==> config.mk <==
export PLATFORM = sky130hd
export DESIGN_NAME = packet_loader
export DESIGN_NICKNAME = d
export VERILOG_FILES = /design/src/rtl/sfp_pkt_pkg.sv /design/src/rtl/byte_word_packer.sv /design/src/rtl/packet_loader.sv
export SDC_FILE = /design/constraint.sdc
export NUM_CORES = 1
export LEC_CHECK = 0
export CAP_MARGIN = 10
export CORE_ASPECT_RATIO = 2
export CORE_MARGIN = 2
export CORE_UTILIZATION = 47
export CTS_CLUSTER_DIAMETER = 50
export DETAILED_ROUTE_END_ITERATION = 10
export PLACE_DENSITY = 0.76
export SKIP_CTS_REPAIR_TIMING = 1
export SLEW_MARGIN = 20
export SYNTH_ARGS = -nofsm -noshare
export SYNTH_HDL_FRONTEND = slang
export SYNTH_SLANG_ARGS = --single-unit
==> constraint.sdc <==
create_clock -name clk_original -period 2.4 [get_ports clk_original]
set_input_delay 0.24 -clock clk_original [delete_from_list [all_inputs] [get_ports clk_original]]
set_output_delay 0.24 -clock clk_original [all_outputs]
set_load 0.01 [all_outputs]
==> src/rtl/sfp_pkt_pkg.sv <==
// Shared packet definitions for the packet loader and the packet transmitter.
// Contents:
//   state_t    - loader FSM states
//   HDR_LEN_W  - width of the length field in the header word
//   hdr_t      - header word layout {reserved, byte length}
//   make_hdr() - builds a header word from a byte count
package sfp_pkt_pkg;

    localparam int HDR_LEN_W  = 16;
    localparam int CNT_W      = 12;
    localparam int RAM_ADDR_W = 10;

    typedef enum logic [2:0] {
        IDLE,
        LOAD,
        FLUSH,
        HEADER,
        SEND,
        DROP
    } state_t;

    typedef struct packed {
        logic [31-HDR_LEN_W:0] rsvd;
        logic [HDR_LEN_W-1:0]  len;
    } hdr_t;

    function automatic logic [31:0] make_hdr(input logic [CNT_W-1:0] len);
        hdr_t h;
        h.rsvd = '0;
        h.len  = {{(HDR_LEN_W-CNT_W){1'b0}}, len};
        return h;
    endfunction

endpackage

==> src/rtl/byte_word_packer.sv <==
// Packs a byte stream little-endian into 32-bit words.
// Ports:
//   clk, rst       - clock, synchronous active-low reset
//   data           - incoming byte
//   store          - accept data into the current lane this cycle
//   restart        - the byte being stored starts a new packet (lane 0)
//   word_next      - word as it looks with data placed in the current lane
//   be_next        - byte enables covering lanes 0..current lane
//   full           - the current lane is lane 3 (word completes on store)
module byte_word_packer (
    input  logic        clk,
    input  logic        rst,
    input  logic [7:0]  data,
    input  logic        store,
    input  logic        restart,
    output logic [31:0] word_next,
    output logic [3:0]  be_next,
    output logic        full
);

    logic [31:0] word_reg;
    logic [1:0]  lane_reg;
    logic [1:0]  lane_cur;

    assign lane_cur = restart ? 2'd0 : lane_reg;
    assign full     = (lane_cur == 2'd3);

    // Storing into lane 0 clears the upper lanes so a partial final word
    // never carries bytes left over from the previous word.
    genvar gi;
    generate
        for (gi = 0; gi < 4; gi++) begin : g_lane
            assign word_next[gi*8 +: 8] = (lane_cur == 2'(gi)) ? data :
                                          ((lane_cur == 2'd0) ? 8'h00 : word_reg[gi*8 +: 8]);
            assign be_next[gi] = (lane_cur >= 2'(gi));
        end
    endgenerate

    always_ff @(posedge clk) begin
        if (!rst) begin
            word_reg <= '0;
            lane_reg <= '0;
        end else if (store) begin
            word_reg <= word_next;
            lane_reg <= lane_cur + 2'd1;
        end
    end

endmodule

==> src/rtl/packet_loader.sv <==
// Loads byte-stream packets into ping-pong buffers of the shared packet RAM
// through an Avalon-MM write master, writes a length header, then launches
// the transmitter with a one-cycle cmd_send pulse.
// Ports:
//   clk_original, rst         - clock, synchronous active-low reset
//   in_data/valid/sop/eop     - byte stream in; in_ready = accept this cycle
//   ram_addr/chipselect/write/writedata/byteenable - zero-wait RAM writes
//   start_ram_addr, cmd_send  - header address of the launched packet + pulse
//   pkt_dropped               - pulse when a packet is discarded
module packet_loader
    import sfp_pkt_pkg::*;
#(
    parameter int BUF_WORDS = 512,
    parameter int MAX_BYTES = 4 * (BUF_WORDS - 1)
) (
    input  logic        clk_original,
    input  logic        rst,
    input  logic [7:0]  in_data,
    input  logic        in_valid,
    input  logic        in_sop,
    input  logic        in_eop,
    output logic        in_ready,
    output logic [9:0]  ram_addr,
    output logic        ram_chipselect,
    output logic        ram_write,
    output logic [31:0] ram_writedata,
    output logic [3:0]  ram_byteenable,
    output logic [24:0] start_ram_addr,
    output logic        cmd_send,
    output logic        pkt_dropped
);

    localparam logic [RAM_ADDR_W-1:0] BASE1   = RAM_ADDR_W'(BUF_WORDS);
    localparam logic [CNT_W-1:0]      MAX_CNT = CNT_W'(MAX_BYTES);

    state_t                  state_reg;
    logic                    buf_sel_reg;
    logic [CNT_W-1:0]        count_reg;
    logic                    in_ready_reg;
    logic [RAM_ADDR_W-1:0]   ram_addr_reg;
    logic                    ram_write_reg;
    logic [31:0]             ram_writedata_reg;
    logic [3:0]              ram_byteenable_reg;
    logic [RAM_ADDR_W-1:0]   start_addr_reg;
    logic                    cmd_send_reg;
    logic                    pkt_dropped_reg;

    logic                    beat;
    logic                    at_max;
    logic                    store;
    logic                    issue_wr;
    logic [RAM_ADDR_W-1:0]   base;
    logic [RAM_ADDR_W-1:0]   pay_addr;
    logic [31:0]             word_next;
    logic [3:0]              be_next;
    logic                    full;

    assign beat   = in_valid && in_ready_reg;
    assign at_max = (count_reg == MAX_CNT);
    assign base   = buf_sel_reg ? BASE1 : '0;

    // Word of the byte being accepted; a sop byte is always byte 0.
    assign pay_addr = base + 10'd1 + (in_sop ? 10'd0 : count_reg[CNT_W-1:2]);

    // A byte is kept when it starts a packet, or extends one within limits.
    always_comb begin
        store = 1'b0;
        if (beat) begin
            if (state_reg == IDLE)
                store = in_sop;
            else if (state_reg == LOAD)
                store = in_sop || !at_max;
        end
    end

    // Completed words and the final (possibly partial) word go out on the
    // edge that accepts their last byte.
    assign issue_wr = store && (in_eop || full);

    byte_word_packer u_packer (
        .clk       (clk_original),
        .rst       (rst),
        .data      (in_data),
        .store     (store),
        .restart   (in_sop),
        .word_next (word_next),
        .be_next   (be_next),
        .full      (full)
    );

    always_ff @(posedge clk_original) begin
        if (!rst) begin
            state_reg          <= IDLE;
            buf_sel_reg        <= 1'b0;
            count_reg          <= '0;
            in_ready_reg       <= 1'b0;
            ram_addr_reg       <= '0;
            ram_write_reg      <= 1'b0;
            ram_writedata_reg  <= '0;
            ram_byteenable_reg <= '0;
            start_addr_reg     <= '0;
            cmd_send_reg       <= 1'b0;
            pkt_dropped_reg    <= 1'b0;
        end else begin
            ram_write_reg   <= 1'b0;
            cmd_send_reg    <= 1'b0;
            pkt_dropped_reg <= 1'b0;
            in_ready_reg    <= 1'b1;

            if (issue_wr) begin
                ram_write_reg      <= 1'b1;
                ram_addr_reg       <= pay_addr;
                ram_writedata_reg  <= word_next;
                ram_byteenable_reg <= be_next;
            end

            case (state_reg)
                IDLE: begin
                    if (beat && in_sop) begin
                        count_reg <= 12'd1;
                        if (in_eop) begin
                            state_reg    <= FLUSH;
                            in_ready_reg <= 1'b0;
                        end else begin
                            state_reg <= LOAD;
                        end
                    end
                end
                LOAD: begin
                    if (beat) begin
                        if (in_sop) begin
                            // Unterminated packet: abandon it, reuse the buffer.
                            pkt_dropped_reg <= 1'b1;
                            count_reg       <= 12'd1;
                            if (in_eop) begin
                                state_reg    <= FLUSH;
                                in_ready_reg <= 1'b0;
                            end
                        end else if (at_max) begin
                            if (in_eop) begin
                                pkt_dropped_reg <= 1'b1;
                                state_reg       <= IDLE;
                            end else begin
                                state_reg <= DROP;
                            end
                        end else begin
                            count_reg <= count_reg + 12'd1;
                            if (in_eop) begin
                                state_reg    <= FLUSH;
                                in_ready_reg <= 1'b0;
                            end
                        end
                    end
                end
                FLUSH: begin
                    ram_write_reg      <= 1'b1;
                    ram_addr_reg       <= base;
                    ram_writedata_reg  <= make_hdr(count_reg);
                    ram_byteenable_reg <= 4'hF;
                    state_reg          <= HEADER;
                    in_ready_reg       <= 1'b0;
                end
                HEADER: begin
                    cmd_send_reg   <= 1'b1;
                    start_addr_reg <= base;
                    state_reg      <= SEND;
                    in_ready_reg   <= 1'b0;
                end
                SEND: begin
                    buf_sel_reg <= ~buf_sel_reg;
                    state_reg   <= IDLE;
                end
                DROP: begin
                    if (beat && in_eop) begin
                        pkt_dropped_reg <= 1'b1;
                        state_reg       <= IDLE;
                    end
                end
                default: state_reg <= IDLE;
            endcase
        end
    end

    assign in_ready       = in_ready_reg;
    assign ram_addr       = ram_addr_reg;
    assign ram_chipselect = ram_write_reg;
    assign ram_write      = ram_write_reg;
    assign ram_writedata  = ram_writedata_reg;
    assign ram_byteenable = ram_byteenable_reg;
    assign start_ram_addr = {15'd0, start_addr_reg};
    assign cmd_send       = cmd_send_reg;
    assign pkt_dropped    = pkt_dropped_reg;

endmodule

-- After elaboration in Yosys (flattened, before gate mapping)
Cells that the tools add are included.
W data, S select, Z words.
- RAM bits: 0
- word-level logic and storage cells: 100
- memories kept: 0
- flip-flop bits (word level): 110
- bits in latches: 0
- bits of input ports: 13
- output and inout bits: 76
- ROM bits: 0
- $mul: 0
- bitwise operators: 2
- $add $sub $neg: 4
- muxes and demuxes: 48
- divide/modulo/power cells: 0
- reduce and logical (&&, ||, !) cells: 15
- order comparisons: 4
- shifts and indexed selects: 0
- equality and inequality tests: 13
- operator list (operator ; number):
    $mux W12 ; 6
    $mux W8 ; 7
    $mux W10 ; 4
    $pmux W12 S2 ; 1
    $mux W3 ; 7
    $mux W1 ; 16
    $pmux W3 S5 ; 1
    $add A12 B1 Y12 const B ; 1
    $eq A12 B11 Y1 const B ; 1
    $add A10 B1 Y10 const B ; 1
    $add A10 B10 Y10 ; 1
    $mux W4 ; 2
    $eq A3 B2 Y1 const B ; 2
    $eq A3 B3 Y1 const B ; 2
    $eq A2 B2 Y1 const B ; 2
    $ge A2 B1 Y1 const B ; 2
    $ge A2 B2 Y1 const B ; 2
    $logic_and A1 B1 Y1 ; 4
    $mux W2 ; 2
    $ne A2 B2 Y1 const B ; 2
    $reduce_and A4 Y1 ; 1
    $reduce_bool A2 Y1 ; 2
    $reduce_or A2 Y1 ; 2
    $eq A3 B1 Y1 const B ; 1
    other kinds (12) ; 14

-- Depth between registers and ports, before layout
- depth after elaboration: 9
- depth in mapped cells: 14
- gate-level depth less buffers: 9

-- Hierarchy
A second synthesis with hierarchy kept.
- cells, all modules: 596
- area total of the unflattened synthesis: 5152.4 µm²
- by module, submodules not included (module ; instances ; sequential area each (µm²) ; cells an instance ; area an instance (µm²)):
    packet_loader ; 1 ; 1341.3 ; 388 ; 3231.8
    byte_word_packer ; 1 ; 680.7 ; 208 ; 1920.6

-- Least setup slack after synthesis
OpenSTA, ideal clock, no wires.
- path kind: input to register
- from: input in_sop
- to: register ram_writedata_reg[12] (netlist: ram_writedata[12])
- setup slack: -96 ps
- stages: 14
- setup time: 86 ps
- data required time: 2314 ps
- path buffers: 5
- arrival time: 2410 ps
- cell sequence: buf_2 > clkbuf_1 > inv_1 > nand2_1 > inv_1 > ha_1 > clkbuf_1 > nor2_1 > nor4_4 > and2_1 > buf_6 > buf_2 > nor2_1 > a211oi_1
- word-level cells in the longest chain between the ends: 5
- elaborated cells on any way between the ends: 12
- those cells by class: 2 x eq/ne; 6 x mux; 4 x reduce/logical
- ends and longest elaborated chain (item ; line ; RTL):
    start, declared ; packet_loader.sv:20 ; input logic in_sop,
    $logic_or A1 B1 Y1 ; packet_loader.sv:72 ; store = in_sop || !at_max;
    $mux W1 ; packet_loader.sv:71 ; else if (state_reg == LOAD)
    $mux W1 ; packet_loader.sv:69 ; if (state_reg == IDLE)
    $mux W1 ; packet_loader.sv:68 ; if (beat) begin
    $logic_and A1 B1 Y1 ; packet_loader.sv:78 ; assign issue_wr = store && (in_eop || full);
    end signal, assigned ; packet_loader.sv:113 ; ram_writedata_reg <= word_next;
    end signal, assigned ; packet_loader.sv:158 ; ram_writedata_reg <= make_hdr(count_reg);
    end, declared ; packet_loader.sv:42 ; logic [31:0] ram_writedata_reg;
Parallel ways exist; a longest one is shown, timed or not.
A chain may end at the register's enable or synchronous reset.

-- Worst setup path in the final report
- from: register count_reg[0]
- to: register ram_writedata_reg[7] (netlist: ram_writedata[7])
- word-level cells in the longest chain between the ends: 8
- ends and longest elaborated chain (item ; line ; RTL):
    start, declared ; packet_loader.sv:38 ; logic [CNT_W-1:0] count_reg;
    start signal, assigned ; packet_loader.sv:147 ; count_reg <= count_reg + 12'd1;
    $eq A12 B11 Y1 ; packet_loader.sv:59 ; assign at_max = (count_reg == MAX_CNT);
    $logic_not A1 Y1 ; packet_loader.sv:72 ;
    $logic_or A1 B1 Y1 ; packet_loader.sv:72 ;
    $mux W1 ; packet_loader.sv:71 ;
    $mux W1 ; packet_loader.sv:69 ;
    $mux W1 ; packet_loader.sv:68 ;
    $logic_and A1 B1 Y1 ; packet_loader.sv:78 ;
    $reduce_bool A2 Y1 (no line) ; -- ;
Every way passes these cells.

==> qor.txt <==
Synth area leaders - dfxtp_1 42%, nor2_1 5.5%, a211oi_1 5.2%, a21oi_1 4.5%, buf_4 4.0%
commonest non-fill, non-tap cell in the layout - dfxtp_1
largest net degree at the start of global routing - 34
via count - 4272
CP Capture Type - register
H-tree levels - 3
DRT Wirelength - 12800 um
switching portion of total power - 23.2%
Setup-failing EPs final - 0
Area Growth Syn to Fin - 24.9%
GP Congestion - 0.949
hold crit path type - register to register
commonest cells after routing, fill and taps aside - 101 x dfxtp_1, 71 x nor2_1, 64 x clkdlybuf4s50_1
Max stage delay on crit path - 0.50 ns
Worst VDD drop - 0.000556 V
leading area contributor after synthesis - dfxtp_1
Leakage - 0.00211 uW
worst skew pair latency - 0.34 ns
Mapped Area - 4870 um^2
pwr/cell area - 637 nW/um^2
Tmin final - 2.17 ns
Power Total - 3870 uW
Crit Path Max Fanout - 10
Gate power share - 10.9%
worst path cell trace - inv_1 > ha_1 > nand4bb_1 > or4_1 > and2_2 > buf_4 > a22oi_1 > a21oi_1
routed wire length per instance - 16.6 um
I/O Buffers - 64
Num CTS Buffers - 9
outcome - finished clean
Clock Pin Slew Worst Setup and Hold Paths - 0.07 ns
final worst path period share - 90.6%
clock sinks - 101
Die ar. - 11200 um^2
Sw Pwr - 897 uW
Critical Path AT - 2.38 ns
root buf cell - clkbuf_16
unrepaired setup endpoints after global routing - no
Die W - 76.0 um
Avg Vias per Cell - 5.56
Hold Slack - 0.456 ns
first-pass GRT wire length - 20600 um
flop and latch count out of synthesis - 101
# rows - 52
n_diodes - 0
drt drc - 0
initial antenna violation count - 0
Core ar. - 10100 um^2
setup_tns - 0 ns
post-synth cell types - 44
Mapped Cells - 564
Die Ht - 148 um
fin cells - 769
CP top delay family - simple AND/OR/NAND/NOR gates
initial DRC count - 224
antenna-violating nets left - 0
CTS tree - built
Achievable Freq - 460 MHz
share of layout cells above drive strength 1 - 12.9%
Final #Nets - 650
Max Slew Vio Count - 0
critical path class - register to register
clock share of power - 43.1%
Avg Cell Area, Syn - 8.63 um^2
Seq pwr share - 46.0%
Tot GR Track Use - 23.3%
final hold viol count - 0
DRT Pass-1 Iters - 4
sequential fraction of the synthesis area - 41.5%
Slew HR - 66.5%
Ports - 89
Placement Setup Slack - -0.0776 ns
worst path bufs/invs - 2
Max Cap Violations - 0
CTS max path bufs - 2
critical path required time - 2.61 ns
Inst Count DP - 753
Starting Density - 48.3%
Slew @ Worst Pin - 0.502 ns
Worst Skew - 0.0103 ns
Synth warnings - 0
number of global-route vias before repair - 4266
CP Launch Type - register
GRT Residual Overflow - 0
DP HPWL - 9660 um
final worst slack - 0.226 ns
slowest CP cell - or4_1
fillers - 885
Yosys top cell area share - 41.5%
P_int - 2980 uW
-- per-layer routing --
metal | track usage (%) | up-vias | routed length, um | part of all wire [%]
li1 | - | 2055 | - | -
met4 | 17.9 | 0 | 843 | 6.6
met3 | 3.42 | 44 | 558 | 4.4
met2 | 43.8 | 139 | 6930 | 54
met5 | 0 | - | 0 | 0
met1 | 22.3 | 2034 | 4450 | 35
-- worst paths after layout --
| kind | from | to | slack [ns] | cells past startpoint |
|---|---|---|---|---|
| worst min-delay path | ram_addr[3] | ram_addr[3] | 0.46 | 2 |
| worst min register to register | ram_addr[3] | ram_addr[3] | 0.46 | 2 |
| worst max register to register | count_reg[0] | ram_writedata[7] | 0.23 | 8 |
| worst max-delay path | count_reg[0] | ram_writedata[7] | 0.23 | 8 |
-- kinds of logic (layout without fill, tap and decap cells) --
logic type | Yosys count | count (layout) | share of synthesized area, %
AO/OA/AOI/OAI | 135 | 135 | 19.1
XOR/XNOR | 19 | 19 | 3.42
adder cells (fa/ha/maj) | 8 | 8 | 2.06
buffers and inverters | 86 | 133 | 10.3
flip-flops | 101 | 101 | 41.5
multiplexers | 10 | 10 | 2.26
other | 1 | 24 | 0.0770
AND/OR/NAND/NOR | 204 | 204 | 21.2
-- final cells by class --
cell class	instances	area (um^2)	share of cell area, %
Clock buffer	12	246	4.06
Clock inverter	4	95.1	1.56
Inverter	13	48.8	0.803
Multi-Input combinational cell	400	2430	40.0
Sequential cell	101	2020	33.3
Tap cell	135	169	2.78
Timing Repair Buffer	104	1070	17.5
-- power by group through the flow --
stage               registers [uW]  clock network, uW  logic, uW
finish                        1780               1670        421
global route                  1790               1740        460
CTS                           1780               1690        422
detailed placement            1820                  0        420
global placement              1820                  0        410
floorplan                     1820                  0        271
-- cell usage after synthesis --
| cell type | count |
|---|---|
| inv_1 | 12 |
| clkbuf_1 | 27 |
| nor2b_1 | 4 |
| a21oi_1 | 44 |
| a31oi_1 | 5 |
| o2111a_1 | 1 |
| nand4bb_1 | 1 |
| and2_1 | 4 |
| nor4_4 | 1 |
| a211oi_2 | 15 |
| xor2_1 | 9 |
| o21ai_0 | 19 |
| mux2i_1 | 2 |
| a211o_1 | 1 |
| o211ai_1 | 1 |
| nand3_4 | 1 |
| nand2b_1 | 3 |
| inv_2 | 1 |
| nand4b_1 | 1 |
| nor2_1 | 71 |
| nand2_1 | 36 |
| conb_1 | 1 |
| nand3_2 | 1 |
| nor4_1 | 7 |
| a22oi_1 | 9 |
| buf_2 | 11 |
| a21boi_0 | 1 |
| a211oi_1 | 34 |
| ha_1 | 8 |
| o31ai_1 | 2 |
| mux2_2 | 8 |
| o31a_1 | 2 |
| nand4_1 | 4 |
| or4_1 | 2 |
| and3_1 | 4 |
| or3_1 | 2 |
| buf_4 | 26 |
| nand3_1 | 32 |
| dfxtp_1 | 101 |
| nor3b_1 | 25 |
| buf_6 | 9 |
| xnor2_1 | 10 |
| o21ai_1 | 1 |
| nor3_1 | 5 |
-- tightest hold or removal path: stages (launching register included) --
cell,delay [ns]
dfxtp_1,0.31
nand2_1,0.05
a21oi_1,0.05
-- per-stage QoR --
step / area, um^2 / util, %
2_1_floorplan: 4950 / -
5_1_grt: 6080 / 60.3
3_5_place_dp: 5740 / 56.9
6_report: 6080 / 60.3
3_3_place_gp: 5740 / 56.9
4_1_cts: 6080 / 60.3
No activity file was read; power rests on OpenSTA's default activity.
